[src/rtl/player_motion_pkg.sv]
// Shared stage codes, directions, spawn points, screen bounds and FSM type
// for the player motion block.
package player_motion_pkg;

  localparam logic [3:0] STAGE1 = 4'd2;
  localparam logic [3:0] STAGE2 = 4'd4;
  localparam logic [3:0] STAGE3 = 4'd6;

  typedef enum logic [1:0] {
    DirDown  = 2'd0,
    DirLeft  = 2'd1,
    DirRight = 2'd2,
    DirUp    = 2'd3
  } dir_e;

  localparam logic [8:0] SPAWN1_X = 9'd150;
  localparam logic [8:0] SPAWN1_Y = 9'd200;
  localparam logic [8:0] SPAWN2_X = 9'd20;
  localparam logic [8:0] SPAWN2_Y = 9'd115;
  localparam logic [8:0] SPAWN3_X = 9'd150;
  localparam logic [8:0] SPAWN3_Y = 9'd220;

  // Logical screen is 320x240 and the sprite is 10x10.
  localparam int unsigned X_MAX = 310;
  localparam int unsigned Y_MAX = 230;

  typedef enum logic [1:0] {
    StLocked,
    StSpawn,
    StIdle,
    StWalk
  } motion_state_e;

  function automatic logic is_playable(input logic [3:0] stage);
    return (stage == STAGE1) || (stage == STAGE2) || (stage == STAGE3);
  endfunction

endpackage

[src/rtl/player_anim.sv]
// Walking animation: divides walking ticks by ANIM_DIV and steps a 2-bit
// frame counter on each wrap. Clear wins over advance.
module player_anim #(
  parameter int unsigned ANIM_DIV = 8
) (
  input  logic       clk,
  input  logic       rst_n,
  input  logic       advance,
  input  logic       clear,
  output logic [1:0] frame
);

  localparam int unsigned CntW = (ANIM_DIV > 1) ? $clog2(ANIM_DIV) : 1;
  localparam logic [CntW-1:0] CntLast = CntW'(ANIM_DIV - 1);

  logic [CntW-1:0] cnt_q, cnt_d;
  logic [1:0]      frame_q, frame_d;

  always_comb begin
    cnt_d   = cnt_q;
    frame_d = frame_q;
    if (clear) begin
      cnt_d   = '0;
      frame_d = '0;
    end else if (advance) begin
      if (cnt_q == CntLast) begin
        cnt_d   = '0;
        frame_d = frame_q + 2'd1;
      end else begin
        cnt_d = cnt_q + CntW'(1);
      end
    end
  end

  always_ff @(posedge clk or negedge rst_n) begin
    if (!rst_n) begin
      cnt_q   <= '0;
      frame_q <= '0;
    end else begin
      cnt_q   <= cnt_d;
      frame_q <= frame_d;
    end
  end

  assign frame = frame_q;

endmodule

[src/rtl/player_motion.sv]
// Player position / facing / animation-frame generator, stepped once per
// video-frame tick and re-spawned whenever the game stage changes.
module player_motion #(
  parameter int unsigned STEP     = 2,
  parameter int unsigned ANIM_DIV = 8,
  parameter int unsigned X_MAX    = player_motion_pkg::X_MAX,
  parameter int unsigned Y_MAX    = player_motion_pkg::Y_MAX
) (
  input  logic       clk,
  input  logic       rst_n,
  input  logic [3:0] state,
  input  logic       tick,
  input  logic       key_up,
  input  logic       key_down,
  input  logic       key_left,
  input  logic       key_right,
  output logic [8:0] player_x,
  output logic [8:0] player_y,
  output logic [3:0] player_state,
  output logic       moving
);

  import player_motion_pkg::*;

  motion_state_e fsm_q, fsm_d;
  logic [3:0]    prev_state_q;
  logic [8:0]    x_q, x_d, y_q, y_d;
  dir_e          dir_q, dir_d, move_dir;
  logic          any_key, do_move, anim_advance, anim_clear;
  logic [1:0]    frame;
  logic [9:0]    x_inc, y_inc;
  logic [8:0]    x_right, x_left, y_down, y_up;

  // Clamped candidate positions; 10-bit sums so the upper bound check can't wrap.
  always_comb begin
    x_inc   = {1'b0, x_q} + 10'(STEP);
    y_inc   = {1'b0, y_q} + 10'(STEP);
    x_right = (x_inc > 10'(X_MAX)) ? 9'(X_MAX) : x_inc[8:0];
    y_down  = (y_inc > 10'(Y_MAX)) ? 9'(Y_MAX) : y_inc[8:0];
    x_left  = ({1'b0, x_q} < 10'(STEP)) ? 9'd0 : x_q - 9'(STEP);
    y_up    = ({1'b0, y_q} < 10'(STEP)) ? 9'd0 : y_q - 9'(STEP);
  end

  assign any_key = key_up | key_down | key_left | key_right;

  always_comb begin
    if (key_up)        move_dir = DirUp;
    else if (key_down) move_dir = DirDown;
    else if (key_left) move_dir = DirLeft;
    else               move_dir = DirRight;
  end

  always_comb begin
    fsm_d        = fsm_q;
    x_d          = x_q;
    y_d          = y_q;
    dir_d        = dir_q;
    do_move      = 1'b0;
    anim_advance = 1'b0;
    anim_clear   = 1'b0;

    // A stage change pre-empts everything else, including a same-cycle tick.
    if (state != prev_state_q) begin
      fsm_d = is_playable(state) ? StSpawn : StLocked;
    end else begin
      unique case (fsm_q)
        StLocked: ;
        StSpawn: begin
          case (state)
            STAGE2: begin
              x_d = SPAWN2_X;
              y_d = SPAWN2_Y;
            end
            STAGE3: begin
              x_d = SPAWN3_X;
              y_d = SPAWN3_Y;
            end
            default: begin
              x_d = SPAWN1_X;
              y_d = SPAWN1_Y;
            end
          endcase
          dir_d      = DirDown;
          anim_clear = 1'b1;
          fsm_d      = StIdle;
        end
        StIdle: begin
          if (tick && any_key) begin
            do_move = 1'b1;
            fsm_d   = StWalk;
          end
        end
        StWalk: begin
          if (tick) begin
            if (any_key) begin
              do_move = 1'b1;
            end else begin
              anim_clear = 1'b1;
              fsm_d      = StIdle;
            end
          end
        end
        default: fsm_d = StLocked;
      endcase
    end

    if (do_move) begin
      dir_d        = move_dir;
      anim_advance = 1'b1;
      unique case (move_dir)
        DirUp:    y_d = y_up;
        DirDown:  y_d = y_down;
        DirLeft:  x_d = x_left;
        DirRight: x_d = x_right;
        default:  ;
      endcase
    end
  end

  always_ff @(posedge clk or negedge rst_n) begin
    if (!rst_n) begin
      fsm_q        <= StLocked;
      prev_state_q <= '0;
      x_q          <= '0;
      y_q          <= '0;
      dir_q        <= DirDown;
    end else begin
      fsm_q        <= fsm_d;
      prev_state_q <= state;
      x_q          <= x_d;
      y_q          <= y_d;
      dir_q        <= dir_d;
    end
  end

  player_anim #(
    .ANIM_DIV(ANIM_DIV)
  ) u_anim (
    .clk    (clk),
    .rst_n  (rst_n),
    .advance(anim_advance),
    .clear  (anim_clear),
    .frame  (frame)
  );

  assign player_x     = x_q;
  assign player_y     = y_q;
  assign player_state = {dir_q, frame};
  assign moving       = (fsm_q == StWalk);

endmodule
[config.mk]
export PLATFORM = sky130hd
export DESIGN_NAME = player_motion
export DESIGN_NICKNAME = d
export VERILOG_FILES = /design/src/rtl/player_motion_pkg.sv /design/src/rtl/player_anim.sv /design/src/rtl/player_motion.sv
export SDC_FILE = /design/constraint.sdc
export NUM_CORES = 1
export LEC_CHECK = 0
export CORE_MARGIN = 3
export CORE_UTILIZATION = 45
export CTS_BUF_LIST = sky130_fd_sc_hd__clkbuf_4 sky130_fd_sc_hd__clkbuf_8
export DETAILED_ROUTE_END_ITERATION = 12
export GPL_TIMING_DRIVEN = 0
export PLACE_DENSITY = 0.74
export SETUP_SLACK_MARGIN = 0.02
export SYNTH_ARGS = -nofsm -noshare
export SYNTH_HDL_FRONTEND = slang
export SYNTH_SLANG_ARGS = --single-unit
[constraint.sdc]
create_clock -name clk -period 5.4 [get_ports clk]
set_input_delay 1.08 -clock clk [delete_from_list [all_inputs] [get_ports clk]]
set_output_delay 1.08 -clock clk [all_outputs]
set_load 0.01 [all_outputs]
### Yosys cells after proc, flatten, opt, wreduce, memory -nomap -nowiden

Cells that the tools add are included.

* add/subtract/negate cells: 6
* multiply operators: 0
* divide/modulo/power cells: 0
* $lt $le $gt $ge: 4
* eq/ne operators: 15
* shift operators: 0
* mux-type cells: 42
* bitwise logic cells: 3
* reductions and logical operators: 11

Operators with widths (number)
* $mux 9: 10
* $pmux 9 s2: 2
* $mux 2: 13
* $add 9x2->10 const B: 2
* $lt 9x2->1 const B: 2
* $sub 9x2->9 const B: 2
* $pmux 8 s2: 1
* $gt 10x8->1 const B: 1
* $gt 10x9->1 const B: 1
* $mux 1: 9
* $mux 3: 3
* $eq 2x2->1 const B: 4
* $eq 4x3->1 const B: 2
* $mux 8: 1
* $ne 3x2->1 const B: 2
* $pmux 2 s3: 1
* $reduce_bool 2->1: 3
* $eq 2x1->1 const B: 2
* $eq 4x2->1 const B: 1
* $ne 4x4->1: 1
* $pmux 1 s2: 2
* $reduce_and 2->1: 2
* $reduce_and 4->1: 1
* $reduce_bool 4->1: 1
* other kinds (9): 12

* register bits after elaboration: 31
* latch bits: 0
* RAM bits: 0
* memory bits (read-only): 0
* input bits: 11
* output and inout bits: 23
* word-level logic and storage cells: 88
* memories: 0

### Logic depth before layout (Yosys ltp)

Gate-level depths: netlist of the first run.

* depth after elaboration: 10
* depth in mapped cells: 9

### By module

From an unflattened synthesis of the first run, not the netlist that was laid out.

* cell total of the unflattened synthesis: 284
* area, all modules: 2429.8 sq um

By module, submodules not included
* player_motion: instances 1, cells each 261, area each 2167.1 sq um
* player_anim: instances 1, cells each 23, area each 262.8 sq um

### Worst setup path before layout of the first run

Ideal clock, no wire load.

* kind: input -> register
* from: input port key_left
* to: register x_q[2], in the netlist player_x[2]
* setup time: 133 ps
* data arrival time: 2633 ps
* data required time: 5267 ps
* path slack: 2634 ps
* stages on the path: 7
* cells stage by stage: nor2_1 or2_2 ha_1 or3_1 clkbuf_8 a2111oi_2 a31oi_1

* cells in the longest elaborated chain, start to end: 7
* elaborated cells on any way between the ends: 15

Ends and longest elaborated chain
* start: declaration: line player_motion.sv:15 `input logic key_left,`
* $or 1x1->1 (2 in a row): line player_motion.sv:44 `assign any_key = key_up | key_down | key_left | key_right;`
* $mux 1 / $logic_and 1x1->1 (equally long branches): line player_motion.sv:95, player_motion.sv:88
* $mux 1 (on tied branches): line player_motion.sv:94, player_motion.sv:88
* $pmux 1 s2: line player_motion.sv:66 `unique case (fsm_q)`
* $mux 1: line player_motion.sv:63 `if (state != prev_state_q) begin`
* $mux 9 *: line player_motion.sv:107 `if (do_move) begin`
* named net x_d[2]: line player_motion.sv:27 `logic [8:0] x_q, x_d, y_q, y_d;`
* end signal: assignment: line player_motion.sv:124 `x_q <= '0;`
* end signal: assignment: line player_motion.sv:130 `x_q <= x_d;`
* end: declaration: line player_motion.sv:27

The timed path passes the listed nets; every way through them passes the cells marked *.
A chain may end at the register's enable or synchronous reset.

### Final worst setup path of the first run

* from: input port key_down
* to: register x_q[3], in the netlist player_x[3]

* cells in the longest elaborated chain, start to end: 8
* elaborated cells on any way between the ends: 15

Ends and longest elaborated chain
* start: declaration: line player_motion.sv:14 `input logic key_down,`
* $or 1x1->1 (3 in a row): line player_motion.sv:44
* $mux 1 / $logic_and 1x1->1 (equally long branches): line player_motion.sv:95, player_motion.sv:88
* $mux 1 (on tied branches): line player_motion.sv:94, player_motion.sv:88
* $pmux 1 s2: line player_motion.sv:66
* $mux 1: line player_motion.sv:63
* $mux 9 *: line player_motion.sv:107
* named net x_d[3]: line player_motion.sv:27

Marked as above.

==> results of run 1 <==
cells in the mapped netlist (all sizes together), types with 4 or more instances:
| master | n | area [um2] |
|---|---|---|
| ha | 13 | 163 |
| inv | 12 | 45.0 |
| o21ai | 21 | 105 |
| xnor2 | 6 | 60.1 |
| a22oi | 4 | 30.0 |
| a31oi | 4 | 25.0 |
| a211oi | 4 | 30.0 |
| a221oi | 5 | 50.0 |
| and3 | 4 | 26.3 |
| clkbuf | 4 | 25.0 |
| nor3 | 17 | 90.1 |
| a21oi | 18 | 90.1 |
| o31a | 4 | 37.5 |
| xor2 | 7 | 61.3 |
| nand3 | 13 | 70.1 |
| dfrtp | 31 | 776 |
| nand2 | 30 | 115 |
| buf | 11 | 88.8 |
| nor4 | 4 | 31.3 |
| nor2 | 25 | 93.8 |
| nand4 | 6 | 43.8 |
| o31ai | 8 | 73.8 |
cells in the final DEF, fill, tap and decap left out, types with 3 or more instances in the layout:
cell,Yosys,layout
a211oi_1,4,4
a21oi_1,18,18
a221oi_1,4,4
a22oi_1,4,4
a31oi_1,4,4
and3_1,3,3
buf_2,5,6
buf_6,5,5
clkbuf_1,3,3
clkbuf_8,1,7
clkdlybuf4s50_1,0,32
dfrtp_1,31,31
ha_1,13,13
inv_1,12,12
nand2_1,29,29
nand3_1,12,12
nand4_1,5,5
nand4b_1,3,3
nor2_1,25,25
nor3_1,16,16
nor4_1,3,3
o211ai_1,3,3
o21ai_0,19,19
o31ai_1,7,7
xnor2_1,5,5
xor2_1,7,7
metrics by stage:
stage	instances	total power (W)	setup WS (ns)	cell area, um2
2_1_floorplan	294	0.000518	2.63	2530
3_3_place_gp	397	0.000632	1.83	2950
3_5_place_dp	397	0.000635	1.80	2950
4_1_cts	405	0.000879	2.09	3070
5_1_grt	405	0.000931	1.87	3070
6_report	405	0.000881	2.03	3070
registers in the layout, indices dropped and copies added (netlist names):
name,flops
dir_q,2
fsm_q,2
player_x,9
player_y,9
prev_state_q,4
u_anim.cnt_q,3
u_anim.frame,2
critical path, cell delays in order:
cell and delay [ns]:
clkdlybuf4s50_1 0.54, inv_1 0.06, a21oi_1 0.38, ha_1 0.42
inv_1 0.21, o41ai_4 0.43, a22oi_1 0.12, o311ai_1 0.31
cell type report:
cell class	count	area share, %
plain buffers	15	3.71
repair buffers	33	10.6
well taps	70	2.86
inverters	12	1.47
clock inverters	2	1.14
multi-input cells	236	52.2
flip-flops and latches	31	25.3
clock buffers	6	2.69
routing by layer:
layer	vias up	share of wire, %	global-route usage, %	wire length (um)
li1	1191	-	-	-
met1	1167	47	29.8	3030
met2	119	46	32.3	2960
met3	15	5.9	3.44	386
met4	0	1.8	4.90	119
met5	-	0	0	0
worst paths after layout:
path	end	depth (start not counted)	slack, ns	start
max reg2reg	player_x[3]	8	2.96	player_x[1]
min reg2reg	dir_q[1]	2	0.52	dir_q[1]
max	player_x[3]	8	2.03	key_down
min in group asynchronous	player_y[7]	1	0.84	rst_n
max in group asynchronous	player_x[6]	1	4.11	rst_n
min	dir_q[1]	2	0.52	dir_q[1]
kinds of logic (layout without fill, tap and decap cells):
kind of cell / Yosys count / in the layout / share of synthesized area (%)
xor gates and xnor gates: 13 / 13 / 4.79
muxes: 2 / 2 / 0.790
buffers and inverters: 27 / 68 / 6.27
adders and majority gates: 13 / 13 / 6.42
DFF: 31 / 31 / 30.6
and+or+nand+nor: 116 / 116 / 23.9
AOI/OAI and AO/OA: 92 / 92 / 27.2
power groups by stage:
| stage | Clock, W | Combinational, W | Sequential [W] |
|---|---|---|---|
| finish | 0.000245 | 0.000344 | 0.000292 |
| global route | 0.000258 | 0.000377 | 0.000296 |
| CTS | 0.000246 | 0.000340 | 0.000292 |
| detailed placement | 0 | 0.000338 | 0.000296 |
| global placement | 0 | 0.000336 | 0.000295 |
| floorplan | 0 | 0.000217 | 0.000301 |
==> metrics, run 1 <==
Seq cells post-synth 31; synth-to-layout area growth 20.9%; critical path peak fanout 7; DP HPWL 4720 um; CP required 5.57 ns; Die ar. 6570 um2; Worst EP arrival 3.55 ns; RSZ-0062 raised after global routing false; status finished clean; Switching Fraction 36.5%; Worst Tran Pin Value 0.700 ns; H-tree depth 2; Max Clock Freq 296 MHz; first-pass GRT wire length 10,800 um; sequential share of the synthesized area 30.6%; Pint 0.000560 W; Slew HR 53.3%; number of library cell types mapped by synthesis 67; DRC viols 0; leakage 1.21 nW; syn_area_per_cell 8.62 um2; via total after detailed routing 2,492; post-layout min period 3.37 ns; WL final 6500 um; drt initial violations 218; final setup fails 0; Max clock buf depth 2; Initial DRT Pass Iterations 5; share of cells above drive strength 1 13.4%; post-synthesis cell count 294; GRT Overall Usage 20.7%; Fin. Hold Viols 0; Vias per Instance 6.15; final core occ 58.2%; gpl congestion 0.894; clock tree sinks 31; post-CTS sizing 0; cell area after synthesis 2530 um2; Startpoint Class input pin; Post-Route Setup TNS 0 ns; Synth Flop Type dfrtp_1; overall die width 81.1 um; Peak VDD IR 0.000182 V; largest net degree at the start of global routing 32; fillcell total 467; Layout Nets 358; Routed WL per cell 16.0 um; die height 81.1 um; Root Buffer clkbuf_8; Worst-Skew Late Latency 0.29 ns; antenna cells 0; setup bufs post-CTS 0; Final ANT Viol Nets 0; total grt overflow 0; Initial Util 48.1%; initial antenna violation count 0; Placeable Area 5270 um2; Worst Setup End Kind register; # IOs 34; Crit Path Class input pin to register; FF+latch area 776 um2; clock slew seen by the registers of the worst setup and hold paths 0.08 ns; Max Slew Vio Count 0; IO Port Bufs 33; worst min path class register to register; Switch Pwr 0.000321 W; Rows 26; CTS tree built; Power Dens Cells 287 nW/um2; Final period util 62.5%; Synth Warn # 0; hold buffer count at CTS 0; register share of total power 33.2%; Max Cap Viol 0; Setup Skew 0.0150 ns; syn nets 318; WHS 0.523 ns; Combinational Power Share 39.1%; total CTS buffers 5; footprint of the multi-input gates 1600 um2; vias in the first global route 2,204; Clock power frac 27.8%; asr flop ratio synth 100%; Post-synth EDFFs 0
Note: power is estimated with default switching activity, not from simulation.
==> run 2: changes to the inputs <==
Settings changed: PLACE_DENSITY 0.74 to 0.77.
Clock period 5.4 ns to 2.98 ns, I/O delays scaled along.
==> run 2 against run 1 <==
  * Clock-buffer cell count stayed put
  * First-iteration DRC count is 5.0% higher
  * Critical path depth stayed put
  * Sequential share of layout area is 0.18 points higher
  * Register-to-register slack worse by 2.4 ns
  * Routed wire length is 0.83% lower
  * Clock power is 38% higher
  * Worst setup slack worse by 1.8 ns
  * Non-clock buffer count stayed put
  * Critical path type unchanged
  * Critical endpoint is now player_x[2]
==> metrics, run 2 (synthesis gave the netlist of run 1 again) <==
post-layout min period 2.74 ns; reg2reg start player_y[1]; Worst-Skew Late Latency 0.29 ns (about the same); Power Dens Cells 488 nW/um2 (+70%); Routed WL per cell 15.9 um (-0.59%); Crit Path Class input pin to register; leading cell types in the layout, fill and taps excluded clkdlybuf4s50_1, dfrtp_1, nand2_1; Reg2Reg Depth 8 (unchanged); first-pass GRT wire length 11,400 um (+6.1%); synth-to-layout area growth 20.1%; Final period util 92.0%; FF+latch area 776 um2 (unchanged); # IOs 34 (unchanged); Vias per Instance 6.11 (-0.68%); total CTS buffers 5 (unchanged); Place WS -0.123 ns (-1.93 ns); worst min path class input pin to asynchronous set/reset pin; Non-Filler Instances 404 (-0.25%); via total after detailed routing 2,469 (-0.92%); Setup Skew 0.00858 ns (-0.00641 ns); clock slew seen by the registers of the worst setup and hold paths 0.07 ns (about the same); Worst Tran Pin Value 0.692 ns (-0.00804 ns); crit path launch key_down; Layout Nets 358 (unchanged); H-tree depth 2 (unchanged); WHS 0.358 ns (-0.164 ns); Worst Setup End Kind register; final setup fails 0 (unchanged); overall die width 81.1 um (unchanged); critical path peak fanout 10 (+3); Final ANT Viol Nets 0 (unchanged); total grt overflow 0 (unchanged); DP Cell Count 397 (unchanged); R2R Setup Slk 0.59 ns (-2.37 ns); drt initial violations 229 (+5.0%); vias in the first global route 2,416 (+9.6%); Startpoint Class input pin; gpl congestion 0.925 (+3.5%); fillcell total 499 (+6.9%); Die ar. 6570 um2 (unchanged); WL final 6440 um (-0.83%); Peak VDD IR 0.000294 V (+62%); GRT Overall Usage 21.7% (+1.1 points); antenna cells 0 (unchanged); commonest non-fill, non-tap cell in the layout clkdlybuf4s50_1; DRC viols 0 (unchanged); largest net degree at the start of global routing 32 (unchanged); status finished clean; initial antenna violation count 0 (unchanged); hold buffer count at CTS 0 (unchanged); RSZ-0062 raised after global routing false; Max Cap Viol 0 (unchanged); Slew HR 53.5% (+0.18 points); IO Port Bufs 33 (unchanged); CP required 3.14 ns (-2.43 ns); critical path endpoint player_x[2]; Fin. Hold Viols 0 (unchanged); Initial DRT Pass Iterations 5 (unchanged); Rows 26 (unchanged); Max clock buf depth 2 (unchanged); final core occ 57.8% (-0.40 points); Placeable Area 5270 um2 (unchanged); Final WS setup 0.238 ns (-1.79 ns); Max Slew Vio Count 0 (unchanged); Worst EP arrival 2.90 ns (-0.65 ns); Max Clock Freq 365 MHz; Post-Route Setup TNS 0 ns (unchanged); share of cells above drive strength 1 13.5% (+0.040 points); CTS tree built; Initial Util 48.1% (unchanged); reg-to-reg endpoint player_y[3]; Root Buffer clkbuf_8; footprint of the multi-input gates 1610 um2 (+0.55%); leakage 1.20 nW (-0.63%); die height 81.1 um (unchanged); DP HPWL 4760 um (+0.82%); clock tree sinks 31 (unchanged)
[run 2: changes by cell type in the layout (fill, tap and decap cells not counted)]
cell | previous run | this run
nor3_4 | 0 | 1
ha_1 | 13 | 12
nor3_2 | 1 | 0
ha_2 | 0 | 1
bufinv_16 | 1 | 0
[run 2: worst min-delay path by stage]
| stage | cells past startpoint | from | slack, ns | to |
|---|---|---|---|---|
| finish | 1 | rst_n | 0.36 | player_y[0] |
| global route | 1 | rst_n | 0.41 | u_anim.cnt_q[1] |
| CTS | 1 | rst_n | 0.39 | player_y[0] |
| detailed placement | 2 | dir_q[1] | 0.50 | dir_q[1] |
| global placement | 2 | dir_q[1] | 0.50 | dir_q[1] |
| floorplan | 0 | rst_n | 0.30 | dir_q[0] |
[run 2: metrics by stage]
stage,area (um2),total power (W)
floorplan,2530,0.000938
global placement,2950,0.00114
detailed placement,2950,0.00115
CTS,3040,0.00148
global route,3040,0.00158
finish,3040,0.00149
[run 2: worst max-delay path: stages]
cell and delay [ns]:
clkdlybuf4s50_1 0.53, inv_1 0.05, a21oi_1 0.34, ha_2 0.39, or3_1 0.39, clkbuf_8 0.18, a2111oi_2 0.33, a31oi_1 0.08
[run 2: layer usage]
layer	GRT usage, %	vias up	part of all wire [%]	routed length [um]
met5	0	-	0	0
li1	-	1185	-	-
met4	8.45	0	2.0	128
met2	37.0	94	50	3210
met3	3.99	15	5.4	349
met1	27.2	1175	43	2760
[run 2: area by class of cell]
| type | count | area share, % |
|---|---|---|
| Clock buffer | 6 | 2.71 |
| Clock inverter | 1 | 0.164 |
| Inverter | 12 | 1.48 |
| Multi-Input combinational cell | 236 | 52.9 |
| Sequential cell | 31 | 25.5 |
| Buffer | 15 | 3.74 |
| Timing Repair Buffer | 33 | 10.7 |
| Tap cell | 70 | 2.88 |
[run 2: what timing repair did]
item / in CTS / in global routing
setup endpoints to repair: 0 / 2
setup buffers: 0 / 0
resized for setup: 0 / 2
[run 2: power breakdown]
| group | internal, W | total (W) | leakage (nW) | switching (W) |
|---|---|---|---|---|
| Clock | 0.000181 | 0.000338 | 0.0470 | 0.000157 |
| Sequential | 0.000470 | 0.000529 | 0.404 | 0.0000586 |
| Combinational | 0.000275 | 0.000620 | 0.749 | 0.000345 |
| Total | 0.000926 | 0.00149 | 1.20 | 0.000561 |
==> run 3: changes to the inputs <==
Settings changed: ABC_AREA set to 1.
==> run 3 against run 2 <==
  * Global-route usage fell by 2.0 points
  * Clock-buffer cell count rose by 2
  * Maximum frequency rose by 19%
  * Register-to-register slack improved by 0.42 ns
  * Total power rose by 22%
  * Area after synthesis fell by 2.4%
  * Core utilization fell by 0.31 points
  * First-iteration DRC count fell by 7.0%
  * Critical path type unchanged
  * Critical endpoint is now player_x[4]
  * Largest power group unchanged
==> metrics, run 3 <==
WL final 5740 um (-11%); total grt overflow 0 (unchanged); DRC viols 0 (unchanged); synth-to-layout area growth 20.9%; post-layout min period 2.31 ns (-0.430 ns); GRT met1 Usage 25.7% (-1.5 points); # IOs 34 (unchanged); WHS 0.357 ns (-0.00170 ns); post-synthesis cell count 354 (+20%); Rows 26 (unchanged); leakage 1.52 nW (+27%); Reg2Reg Depth 11 (+3); final core occ 57.5% (-0.31 points); Initial Util 47.5% (-0.58 points); Routed WL per cell 12.4 um (-23%); Max Slew Vio Count 0 (unchanged); status finished clean; post-CTS sizing 0 (unchanged); vias in the first global route 2,329 (-3.6%); Startpoint Class input pin; Synth Warn # 0 (unchanged); Switch Pwr 0.000733 W (+31%); Root Buffer clkbuf_8; setup bufs post-CTS 0 (unchanged); Post-Route Setup TNS 0 ns (unchanged); gpl congestion 0.959 (+3.6%); Non-Filler Instances 465 (+15%); DP HPWL 4260 um (-11%); largest area contributor in the netlist dfrtp_1; Placeable Area 5200 um2 (-1.2%); Commonest cells post-synth nand2_1, inv_1, nor2_1, dfrtp_1, nand3_1; number of library cell types mapped by synthesis 39 (-42%); Worst EP arrival 2.48 ns (-0.42 ns); first-pass GRT wire length 10,100 um (-11%); reg2reg start player_x[1]; Slew HR 51.9% (-1.7 points); Peak VDD IR 0.000296 V (+0.79%); register share of total power 34.0% (-1.6 points); Pint 0.00109 W (+17%); drt initial violations 213 (-7.0%); Tot Pwr 0.00182 W (+22%); clock tree sinks 31 (unchanged); total CTS buffers 5 (unchanged); gr busiest metal met2; final setup fails 0 (unchanged); CP required 3.15 ns (about the same); Die ar. 6420 um2 (-2.2%); Layout Nets 418 (+17%); Crit Path Class input pin to register; overall die width 80.1 um (-1.1%); die height 80.1 um (-1.1%); Combinational Power Share 44.7% (+3.0 points); sequential share of the synthesized area 31.4% (+0.76 points); met2 usage 32.3% (-4.7 points); asr flop ratio synth 100% (unchanged); initial antenna violation count 0 (unchanged); Post-synth EDFFs 0 (unchanged); ranking of synthesized cells by area dfrtp_1, nand2_1, ha_1; Final ANT Viol Nets 0 (unchanged); critical path peak fanout 6 (-4); IO Port Bufs 33 (unchanged); leading cell types in the layout, fill and taps excluded nand2_1, inv_1, nor2_1; Clock power frac 21.3% (-1.5 points); Seq cells post-synth 31 (unchanged); Worst Setup End Kind register; RSZ-0062 raised after global routing false; worst min path class input pin to asynchronous set/reset pin; Initial DRT Pass Iterations 5 (unchanged); cell area after synthesis 2470 um2 (-2.4%); Setup Skew 0.0107 ns (+0.00209 ns); critical path endpoint player_x[4]; crit path launch key_left; share of the synthesized area in the top cell type 31.4% (+0.76 points); Switching Fraction 40.3% (+2.6 points); largest net degree at the start of global routing 32 (unchanged); Final period util 77.6% (-14 points); Power Dens Cells 608 nW/um2 (+25%); met3 Track Usage GR 3.36% (-0.63 points); R2R Setup Slk 1.01 ns (+0.42 ns); syn_area_per_cell 6.99 um2 (-19%); syn nets 378 (+19%); CTS tree built; Worst-Skew Late Latency 0.29 ns (about the same); DP Cell Count 457 (+15%); Worst Tran Pin Value 0.722 ns (+0.0303 ns); Max clock buf depth 2 (unchanged); GRT Overall Usage 19.8% (-2.0 points); Max Cap Viol 0 (unchanged); count leader, synth nand2_1; hold buffer count at CTS 0 (unchanged); Fin. Hold Viols 0 (unchanged); Synth Flop Type dfrtp_1; H-tree depth 2 (unchanged); share of cells above drive strength 1 10.1% (-3.3 points); clock slew seen by the registers of the worst setup and hold paths 0.07 ns (about the same); commonest non-fill, non-tap cell in the layout nand2_1; reg-to-reg endpoint player_x[5]; antenna cells 0 (unchanged); via total after detailed routing 2,414 (-2.2%); Max Clock Freq 432 MHz (+19%); Vias per Instance 5.19 (-15%)
## run 3: changes by cell type after synthesis, moves of 5 or more
cell | before | now
xor2_1 | 7 | 13
nand2_2 | 1 | 7
nand2_1 | 29 | 94
nor2_1 | 25 | 38
nor3_1 | 16 | 3
nand3_1 | 12 | 29
nand4_1 | 5 | 10
inv_1 | 12 | 40
o31ai_1 | 7 | 1
## run 3: kinds of logic after synthesis
family,count (synthesis),share of synthesized area [%]
adder cells (fa/ha/maj),13,6.58
XOR/XNOR,14,4.96
AND/OR/NAND/NOR,192,35.4
flip-flops,31,31.4
AO/OA/AOI/OAI,52,12.7
buffers and inverters,52,9.00
## run 3: area by class of cell
class                   instances  area (um2)
fillers                       495        2210
multi-input cells             271        1480
flip-flops and latches         31         776
repair buffers                 33         325
inverters                      46         179
clock buffers                   8         104
well taps                      70        87.6
plain buffers                   6        43.8
## run 3: worst min-delay path by stage
stage	to	slack, ns	cells after the start
2_1_floorplan	dir_q[0]	0.30	0
3_3_place_gp	u_anim.frame[1]	0.50	2
3_5_place_dp	u_anim.frame[1]	0.50	2
4_1_cts	player_x[6]	0.39	1
5_1_grt	player_y[3]	0.42	1
6_report	player_x[6]	0.36	1
## run 3: per-layer routing
metal | wire length (um) | share of wire (%) | vias up
li1 | - | - | 1227
met1 | 2730 | 48 | 1112
met2 | 2640 | 46 | 67
met3 | 286 | 5.0 | 8
met4 | 90 | 1.6 | 0
met5 | 0 | 0 | -
## run 3: through the flow
step	setup WS (ns)	instance area, um2
finish	0.668	2990
global route	0.492	2990
CTS	0.664	2990
detailed placement	0.358	2890
global placement	0.414	2890
floorplan	1.09	2470
## run 3: worst max-delay path: stages
cell             delay, ns
clkdlybuf4s50_1       0.48
nor2_1                0.07
nor2_1                0.22
inv_1                 0.11
ha_1                  0.36
inv_1                 0.22
nand2_4               0.10
clkinv_2              0.11
nand2_1               0.06
nor2_1                0.08
a21oi_1               0.06
## run 3: power groups by stage
| stage | Sequential [W] | Combinational (W) | Clock [W] |
|---|---|---|---|
| 6_report | 0.000618 | 0.000814 | 0.000388 |
| 5_1_grt | 0.000636 | 0.000919 | 0.000410 |
| 4_1_cts | 0.000617 | 0.000814 | 0.000396 |
| 3_5_place_dp | 0.000624 | 0.000808 | 0 |
| 3_3_place_gp | 0.000624 | 0.000794 | 0 |
| 2_1_floorplan | 0.000638 | 0.000496 | 0 |
